`config.mk`:
```
export PLATFORM = sky130hd
export DESIGN_NAME = mem_access_unit
export DESIGN_NICKNAME = d
export VERILOG_FILES = /design/src/rtl/mem_access_pkg.sv /design/src/rtl/mem_lane_align.sv /design/src/rtl/mem_access_unit.sv
export SDC_FILE = /design/constraint.sdc
export NUM_CORES = 1
export LEC_CHECK = 0
export CAP_MARGIN = 10
export CORE_MARGIN = 2
export CORE_UTILIZATION = 42
export DETAILED_ROUTE_END_ITERATION = 16
export PLACE_DENSITY_LB_ADDON = 0.05
export SLEW_MARGIN = 15
export SYNTH_ARGS = -nofsm -noshare
export SYNTH_HDL_FRONTEND = slang
export SYNTH_SLANG_ARGS = --single-unit
```
`constraint.sdc`:
```
create_clock -name clk_i -period 3.4 [get_ports clk_i]
set_input_delay 0.51 -clock clk_i [delete_from_list [all_inputs] [get_ports clk_i]]
set_output_delay 0.51 -clock clk_i [all_outputs]
set_load 0.05 [all_outputs]
```
`src/rtl/mem_access_pkg.sv`:
```
// Shared encodings for the MEM-stage data-memory initiator.
// Also holds the request fault rule that the top checks when it accepts a request.
package mem_access_pkg;

  localparam logic [1:0] SIZE_BYTE = 2'b00;
  localparam logic [1:0] SIZE_HALF = 2'b01;
  localparam logic [1:0] SIZE_WORD = 2'b10;

  localparam int unsigned MEM_WORDS_DEFAULT = 256;

  typedef enum logic [1:0] {
    ST_IDLE = 2'd0,
    ST_RD   = 2'd1,
    ST_WR   = 2'd2,
    ST_RESP = 2'd3
  } state_t;

  // Misaligned half/word, the reserved size code, or a word index past the end of memory.
  function automatic logic req_faults(input logic [31:0] addr, input logic [1:0] size,
                                      input int unsigned mem_words);
    logic f;
    f = 1'b0;
    case (size)
      SIZE_BYTE: f = 1'b0;
      SIZE_HALF: f = addr[0];
      SIZE_WORD: f = |addr[1:0];
      default:   f = 1'b1;
    endcase
    if ({2'b00, addr[31:2]} >= 32'(mem_words)) f = 1'b1;
    return f;
  endfunction

endpackage

```
`src/rtl/mem_lane_align.sv`:
```
// Little-endian lane steering between a 32-bit memory word and byte/half/word accesses.
// Load path extracts and extends a lane; store path merges new data into the old word.
module mem_lane_align
  import mem_access_pkg::*;
(
  input  logic [31:0] word,
  input  logic [31:0] wdata,
  input  logic [1:0]  offset,
  input  logic [1:0]  size,
  input  logic        is_unsigned,
  output logic [31:0] load_data,
  output logic [31:0] store_data
);

  logic [7:0]  byte_lane;
  logic [15:0] half_lane;

  always_comb begin
    byte_lane = word[7:0];
    case (offset)
      2'd1:    byte_lane = word[15:8];
      2'd2:    byte_lane = word[23:16];
      2'd3:    byte_lane = word[31:24];
      default: byte_lane = word[7:0];
    endcase
    half_lane = offset[1] ? word[31:16] : word[15:0];

    load_data = '0;
    case (size)
      SIZE_BYTE: load_data = {{24{~is_unsigned & byte_lane[7]}}, byte_lane};
      SIZE_HALF: load_data = {{16{~is_unsigned & half_lane[15]}}, half_lane};
      SIZE_WORD: load_data = word;
      default:   load_data = '0;
    endcase
  end

  always_comb begin
    store_data = word;
    case (size)
      SIZE_BYTE: begin
        case (offset)
          2'd1:    store_data[15:8]  = wdata[7:0];
          2'd2:    store_data[23:16] = wdata[7:0];
          2'd3:    store_data[31:24] = wdata[7:0];
          default: store_data[7:0]   = wdata[7:0];
        endcase
      end
      SIZE_HALF: begin
        if (offset[1]) store_data[31:16] = wdata[15:0];
        else           store_data[15:0]  = wdata[15:0];
      end
      SIZE_WORD: store_data = wdata;
      default:   store_data = word;
    endcase
  end

endmodule

```
`src/rtl/mem_access_unit.sv`:
```
// MEM-stage initiator: turns byte-addressed load/store requests into word-index memory strobes.
// Sub-word stores use read-modify-write; every accepted request ends in a one-cycle response.
module mem_access_unit
  import mem_access_pkg::*;
#(
  parameter int unsigned MEM_WORDS = MEM_WORDS_DEFAULT
) (
  input  logic        clk_i,
  input  logic        rst_i,
  input  logic        req_valid_i,
  output logic        req_ready_o,
  input  logic        req_write_i,
  input  logic [1:0]  req_size_i,
  input  logic        req_unsigned_i,
  input  logic [31:0] req_addr_i,
  input  logic [31:0] req_wdata_i,
  output logic        resp_valid_o,
  output logic [31:0] resp_rdata_o,
  output logic        resp_fault_o,
  output logic        MemRead_o,
  output logic        MemWrite_o,
  output logic [31:0] mem_addr_o,
  output logic [31:0] mem_wdata_o,
  input  logic [31:0] mem_rdata_i,
  output state_t      dbg_state_o
);

  // Handshake: a request transfers on a posedge where req_valid_i & req_ready_o are both high;
  // req_ready_o is high only in IDLE, and resp_valid_o is a single-cycle pulse with no back-pressure.

  state_t      state_q, state_d;
  logic [31:0] addr_q, wdata_q, word_q;
  logic [1:0]  size_q;
  logic        uns_q, write_q, fault_q;
  logic        accept, accept_fault;
  logic [31:0] load_data, store_data;

  assign accept       = (state_q == ST_IDLE) && req_valid_i;
  assign accept_fault = req_faults(req_addr_i, req_size_i, MEM_WORDS);

  always_ff @(posedge clk_i or posedge rst_i) begin
    if (rst_i) state_q <= ST_IDLE;
    else       state_q <= state_d;
  end

  always_comb begin
    state_d = state_q;
    case (state_q)
      ST_IDLE: begin
        if (req_valid_i) begin
          if (accept_fault)                             state_d = ST_RESP;
          else if (req_write_i && req_size_i == SIZE_WORD) state_d = ST_WR;
          else                                          state_d = ST_RD;
        end
      end
      ST_RD:   state_d = write_q ? ST_WR : ST_RESP;
      ST_WR:   state_d = ST_RESP;
      ST_RESP: state_d = ST_IDLE;
      default: state_d = ST_IDLE;
    endcase
  end

  always_ff @(posedge clk_i or posedge rst_i) begin
    if (rst_i) begin
      addr_q  <= '0;
      wdata_q <= '0;
      size_q  <= '0;
      uns_q   <= 1'b0;
      write_q <= 1'b0;
      fault_q <= 1'b0;
      word_q  <= '0;
    end else begin
      if (accept) begin
        addr_q  <= req_addr_i;
        wdata_q <= req_wdata_i;
        size_q  <= req_size_i;
        uns_q   <= req_unsigned_i;
        write_q <= req_write_i;
        fault_q <= accept_fault;
      end
      // Memory presents the word on the negedge inside RD; sample it as RD ends.
      if (state_q == ST_RD) word_q <= mem_rdata_i;
    end
  end

  mem_lane_align u_align (
    .word        (word_q),
    .wdata       (wdata_q),
    .offset      (addr_q[1:0]),
    .size        (size_q),
    .is_unsigned (uns_q),
    .load_data   (load_data),
    .store_data  (store_data)
  );

  assign req_ready_o  = (state_q == ST_IDLE);
  assign MemRead_o    = (state_q == ST_RD);
  assign MemWrite_o   = (state_q == ST_WR);
  assign mem_addr_o   = {2'b00, addr_q[31:2]};
  assign mem_wdata_o  = (state_q == ST_WR) ? store_data : '0;
  assign resp_valid_o = (state_q == ST_RESP);
  assign resp_fault_o = (state_q == ST_RESP) && fault_q;
  assign resp_rdata_o = ((state_q == ST_RESP) && !fault_q && !write_q) ? load_data : '0;
  assign dbg_state_o  = state_q;

endmodule
```
==> metrics, run 1 <==
initial core utilization=42.6%; Netlist Area Pre-Place=6130 sq um; Worst-path clk slew=0.07 ns; final core occ=62.4%; Worst R2R Path Depth=5; routed length per instance=21.1 microns; DR vias=5435; fmax=314 MHz; leading cell type in the layout, fill and taps excluded=clkdlybuf4s50_1; Area growth syn-to-layout=46.4%; synthesized flop and latch total=103; Yosys cell types=46; Synth Area in Compound Gates=16.7%; Synth Area in Adders=0.817%; CTS-repair resized insts=0; initial antenna violation count=0; Clock Power Share=9.6%; Flop pwr share=25.8%; CP endpoint kind=output port; DR DRC count=0; Final period util=93.7%; P_sw=5.12 mW; Rows=44; RSZ-0062 raised after global routing=no; slew margin rel.=40.8%; worst setup path end=resp_rdata_o[7]; Max VDD drop=730 uV; largest family of logic cells by synthesized area=multiplexers; sw frac=48.8%; number of global-route vias before repair=5510; Cells after Synth=590; Power Density=1170 nW/um^2; layout cells sized above 1=28.5%; Clock Sinks=103; r2r endpoint=wdata_q[11]$_DFFE_PP0P_; Clock Tree Buf Depth=2; first-pass GRT wire length=31300 microns; Total GRT Usage=25.7%; CP startpoint=size_q[1]$_DFFE_PP0P_; TritonCTS clock tree=built; Die Ht=125 microns; Leak=3.65 nW; Boundary Pins=206; most frequent cells in the layout=138 x clkdlybuf4s50_1, 110 x mux2_2, 103 x dfrtp_1; Min-Delay Path Class=flip-flop to flip-flop; Hold Violations, Final=0; Iteration-0 DRC Markers=575; Startpoint Class=flip-flop; placed cell areas=8680 sq um; outcome=finished, final reports clean; global route total overflow=0; # setup viols final=0; Final TNS setup=0 ns; Final Cell Area=8970 sq um; HPWL after DPL=14800 microns; post-detailed-routing wire length=19700 microns; Max H-tree Level=3; post-DR vias/cell=5.79; first-pass iteration count of the detailed router=5; xor-xnor portion of the synthesized cell area=0%; flop2flop setup slack=1.13 ns; Final WS setup=0.214 ns; WP data arrival=2.68 ns; r2r startpoint=dbg_state_o[0]$_DFFE_PP0P_; Comb pwr share=64.6%; routability congestion estimate=0.905; Buffers on Ports=203; hold_sp=addr_q[4]$_DFFE_PP0P_; Clock Skew=0.00438 ns; Critical Path RT=2.89 ns; Internal Power=5.37 mW; Nets=856; WHS Path Cells=1; mux contribution to synthesized area=22.2%; crit path kind=flip-flop to output port; clock root cell=clkbuf_16; YS warnings=0; CTS Hold Bufs=0; Inserted Clock Buffers=9; die width=125 microns; shortest period the worst path allows=3.19 ns; Worst-Skew Late Latency=0.35 ns; sequential area share after synthesis=42.1%; crit path max fanout=18; postcts setup bufs=0; largest net degree at the start of global routing=71; die area=15600 sq um; core area=14400 sq um; Final Max Tran Viols=0; Avg Cell Area, Syn=10.4 sq um; diodes inserted=0; Slew @ Worst Pin=0.888 ns; Setup WS pre-CTS=0.625 ns; max cap viols=0; Post-Synth Simple-Gate Area=10.0%; Antenna Nets Post-Route=0
worst max-delay path, stage by stage, from the launching register on:
cell and delay (ns):
dfrtp_1 0.68, buf_4 0.29, and2b_1 0.15, or2_1 0.50, a22oi_1 0.14, a21oi_1 0.38
buf_12 0.19
cells by family (layout without fill, tap and decap cells):
family | after synthesis | in the layout
compound gates | 146 | 146
fa+ha+maj | 4 | 4
buf+inv | 88 | 251
flops | 103 | 103
mux | 122 | 122
other cells | 1 | 2
simple gates | 126 | 126
cell usage after synthesis (all sizes together):
master	count	area share [%]
and2	10	1.0
nand4	1	0.10
nor2	15	0.92
ha	4	0.82
buf	52	5.9
clkbuf	24	1.5
o211a	2	0.33
and2b	1	0.12
nor3	3	0.33
a41oi	1	0.14
a21oi	38	3.1
mux2	110	20
and3	6	0.61
nor3b	2	0.25
dfrtp	103	42
a22oi	23	2.8
mux2i	12	2.0
a21boi	8	0.98
a211o	1	0.14
a221o	2	0.33
o22ai	7	0.71
nor2b	12	1.2
nand3	11	0.90
o221ai	8	1.1
or2	2	0.20
conb	1	0.061
o21ai	25	2.0
a2111o	1	0.18
o21ba	1	0.16
a222oi	13	2.1
nand2	52	3.2
a22o	13	1.9
inv	12	0.74
nand2b	4	0.41
a21o	1	0.12
o311ai	1	0.43
nor4	5	0.51
o31ai	1	0.12
nand3b	2	0.25
how the worst min path moves through the flow:
stage	endpoint	slack [ns]
floorplan	fault_q$_DFFE_PP0P_	0.46
global placement	fault_q$_DFFE_PP0P_	0.49
detailed placement	wdata_q[17]$_DFFE_PP0P_	0.49
CTS	wdata_q[17]$_DFFE_PP0P_	0.51
global route	addr_q[5]$_DFFE_PP0P_	0.52
finish	addr_q[4]$_DFFE_PP0P_	0.50
per-stage QoR:
stage	hold WS [ns]	total power, mW	cells
4_1_cts	0.507	10.5	938
5_1_grt	0.522	11.0	938
3_5_place_dp	0.491	9.44	922
3_3_place_gp	0.485	9.33	922
6_report	0.504	10.5	938
2_1_floorplan	0.465	7.05	591
area by class of cell:
cell class / instances / area [sq um]
Clock buffer: 11 / 243
Timing Repair Buffer: 223 / 2770
Fill cell: 1165 / 5400
Tap cell: 184 / 230
Clock inverter: 5 / 41.3
Sequential cell: 103 / 2580
Inverter: 12 / 47.5
Multi-Input combinational cell: 400 / 3060
state kept, by name, summed over array words and instances (netlist names):
register	flops
addr_q	32
wdata_q	32
word_q	32
dbg_state_o	2
size_q	2
fault_q	1
uns_q	1
write_q	1
metal layers:
metal	part of all wire [%]	global-route usage (%)	vias up	routed length, microns
li1	-	-	2450	-
met1	40	32.4	2645	7830
met2	49	42.2	304	9580
met3	9.4	7.69	36	1850
met4	2.4	8.53	0	481
met5	0	0	-	0
power groups by stage:
stage	registers [mW]	clock network [mW]	logic [mW]
global route	2.77	1.09	7.18
detailed placement	2.69	0	6.75
finish	2.71	1.01	6.77
global placement	2.68	0	6.65
floorplan	2.30	0	4.75
CTS	2.68	1.04	6.77
Note: power is estimated with default switching activity, not from simulation.
==> run 2, diff against run 1 <==
Settings changed: CORE_MARGIN 2 to 5, CORE_UTILIZATION 42 to 58, DONT_BUFFER_PORTS set to 1.
==> metrics, run 2 (same netlist as run 1, synthesis figures left out) <==
diodes inserted=0 (unchanged); Total GRT Usage=28.4% (was 25.7%); layout cells sized above 1=35.4% (was 28.5%); Boundary Pins=206 (unchanged); Startpoint Class=flip-flop (unchanged); crit path max fanout=17 (was 18); CP endpoint kind=output port (unchanged); TritonCTS clock tree=built (unchanged); fmax=321 MHz (was 314 MHz); die area=12700 sq um (was 15600 sq um); DR DRC count=0 (unchanged); initial core utilization=59.3% (was 42.6%); minimum hold slack=0.0958 ns (was 0.504 ns); slowest CP cell=dfrtp_1 (unchanged); # setup viols final=0 (unchanged); Antenna Nets Post-Route=0 (unchanged); Clock Tree Buf Depth=2 (unchanged); leading cell type in the layout, fill and taps excluded=mux2_2 (was clkdlybuf4s50_1); Clock Skew=0.0110 ns (was 0.00438 ns); Buffers on Ports=0 (was 203); routed length per instance=24.3 microns (was 21.1 microns); RSZ-0062 raised after global routing=no (unchanged); dpl cells=734 (was 922); Nets=716 (was 856); flop2flop setup slack=0.81 ns (was 1.13 ns); postcts setup bufs=0 (unchanged); number of global-route vias before repair=4883 (was 5510); outcome=finished, final reports clean (unchanged); Setup WS pre-CTS=0.604 ns (was 0.625 ns); Max stage delay on crit path=0.67 ns (was 0.68 ns); most frequent cells in the layout=110 x mux2_2, 103 x dfrtp_1, 82 x buf_4 (was 138 x clkdlybuf4s50_1, 110 x mux2_2, 103 x dfrtp_1); Die Ht=113 microns (was 125 microns); Layout Cells excl Fill=749 (was 938); Hold Violations, Final=0 (unchanged); largest net degree at the start of global routing=58 (was 71); CP cell instances=nand2b_1, mux2_2, a222oi_1, nor2_1, buf_4 (was buf_4, and2b_1, or2_1, a22oi_1, a21oi_1, buf_12); max cap viols=0 (unchanged); Rows=37 (was 44); Min-Delay Path Class=input pin to asynchronous set/reset pin (was flip-flop to flip-flop); first-pass GRT wire length=28200 microns (was 31300 microns); core area=10300 sq um (was 14400 sq um); first-pass iteration count of the detailed router=7 (was 5); Worst-path clk slew=0.10 ns (was 0.07 ns); r2r startpoint=dbg_state_o[1]$_DFFE_PP0P_ (was dbg_state_o[0]$_DFFE_PP0P_); Worst-Skew Late Latency=0.39 ns (was 0.35 ns); shortest period the worst path allows=3.12 ns (was 3.19 ns); routability congestion estimate=0.925 (was 0.905); post-DR vias/cell=6.53 (was 5.79); WP data arrival=2.61 ns (was 2.68 ns); post-detailed-routing wire length=18200 microns (was 19700 microns); clock root cell=clkbuf_8 (was clkbuf_16); Max H-tree Level=3 (unchanged); HPWL after DPL=13400 microns (was 14800 microns); DR vias=4891 (was 5435); r2r endpoint=wdata_q[10]$_DFFE_PP0P_ (was wdata_q[11]$_DFFE_PP0P_); Final period util=91.8% (was 93.7%); Critical Path RT=2.89 ns (about the same); global route total overflow=0 (unchanged); die width=113 microns (was 125 microns); Worst R2R Path Depth=5 (unchanged); Slew @ Worst Pin=0.782 ns (was 0.888 ns); Inserted Clock Buffers=9 (unchanged); crit path kind=flip-flop to output port (unchanged); Final WS setup=0.280 ns (was 0.214 ns); Clock Sinks=103 (unchanged); initial antenna violation count=0 (unchanged); slew margin rel.=47.9% (was 40.8%); Top Registers=addr_q (32), wdata_q (32), word_q (32) (unchanged); Area growth syn-to-layout=9.11% (was 46.4%); Final Max Tran Viols=0 (unchanged); Iteration-0 DRC Markers=570 (was 575); Final TNS setup=0 ns (unchanged)
run 2: metrics by stage:
stage	area (sq um)	utilization [%]
floorplan	6130	-
global placement	6500	63.0
detailed placement	6500	63.0
CTS	6680	64.7
global route	6680	64.7
finish	6680	64.7
run 2: cell type report:
type	instances	area, sq um
clock buffer	9	124
sequential	103	2580
timing repair buffer	83	636
fill	882	3640
clock inverter	6	57.6
inverter	12	47.5
tap	136	170
multi-input combinational	400	3070
run 2: repair_timing:
item / 4_1_cts / 5_1_grt
hold buffers: 0 / 0
resized for setup: 0 / 2
hold endpoints to repair: 0 / 0
setup endpoints to repair: 0 / 8
run 2: worst max path at each step:
| stage | from | endpoint | slack (ns) | cells after the start |
|---|---|---|---|---|
| final | size_q[0]$_DFFE_PP0P_ | resp_rdata_o[2] | 0.28 | 5 |
| after detailed placement | size_q[0]$_DFFE_PP0P_ | resp_rdata_o[8] | 0.60 | 6 |
| after CTS | size_q[0]$_DFFE_PP0P_ | resp_rdata_o[8] | 0.13 | 6 |
| after global placement | size_q[0]$_DFFE_PP0P_ | resp_rdata_o[8] | 0.71 | 6 |
| after floorplan | dbg_state_o[1]$_DFFE_PP0P_ | mem_wdata_o[0] | 0.11 | 3 |
| after global routing | size_q[0]$_DFFE_PP0P_ | mem_wdata_o[5] | 0.12 | 5 |
run 2: worst max-delay path, delay by kind of cell (launching register included):
family / cells / cell delay (ns)
and+or+nand+nor: 2 / 0.60
DFF: 1 / 0.67
buffers and inverters: 1 / 0.20
muxes: 1 / 0.39
AOI/OAI and AO/OA: 1 / 0.36
run 2: routing by layer:
metal  track usage, %  vias to the layer above  wire (microns)
li1                 -                     2161               -
met1             36.2                     2425            7250
met2             45.7                      271            8660
met3             10.2                       34            1850
met4             8.33                        0             439
met5                0                        -               0
Power of run 2 is not shown: default switching activity piles up to over one toggle a cycle in this logic, so the estimate is an artifact.
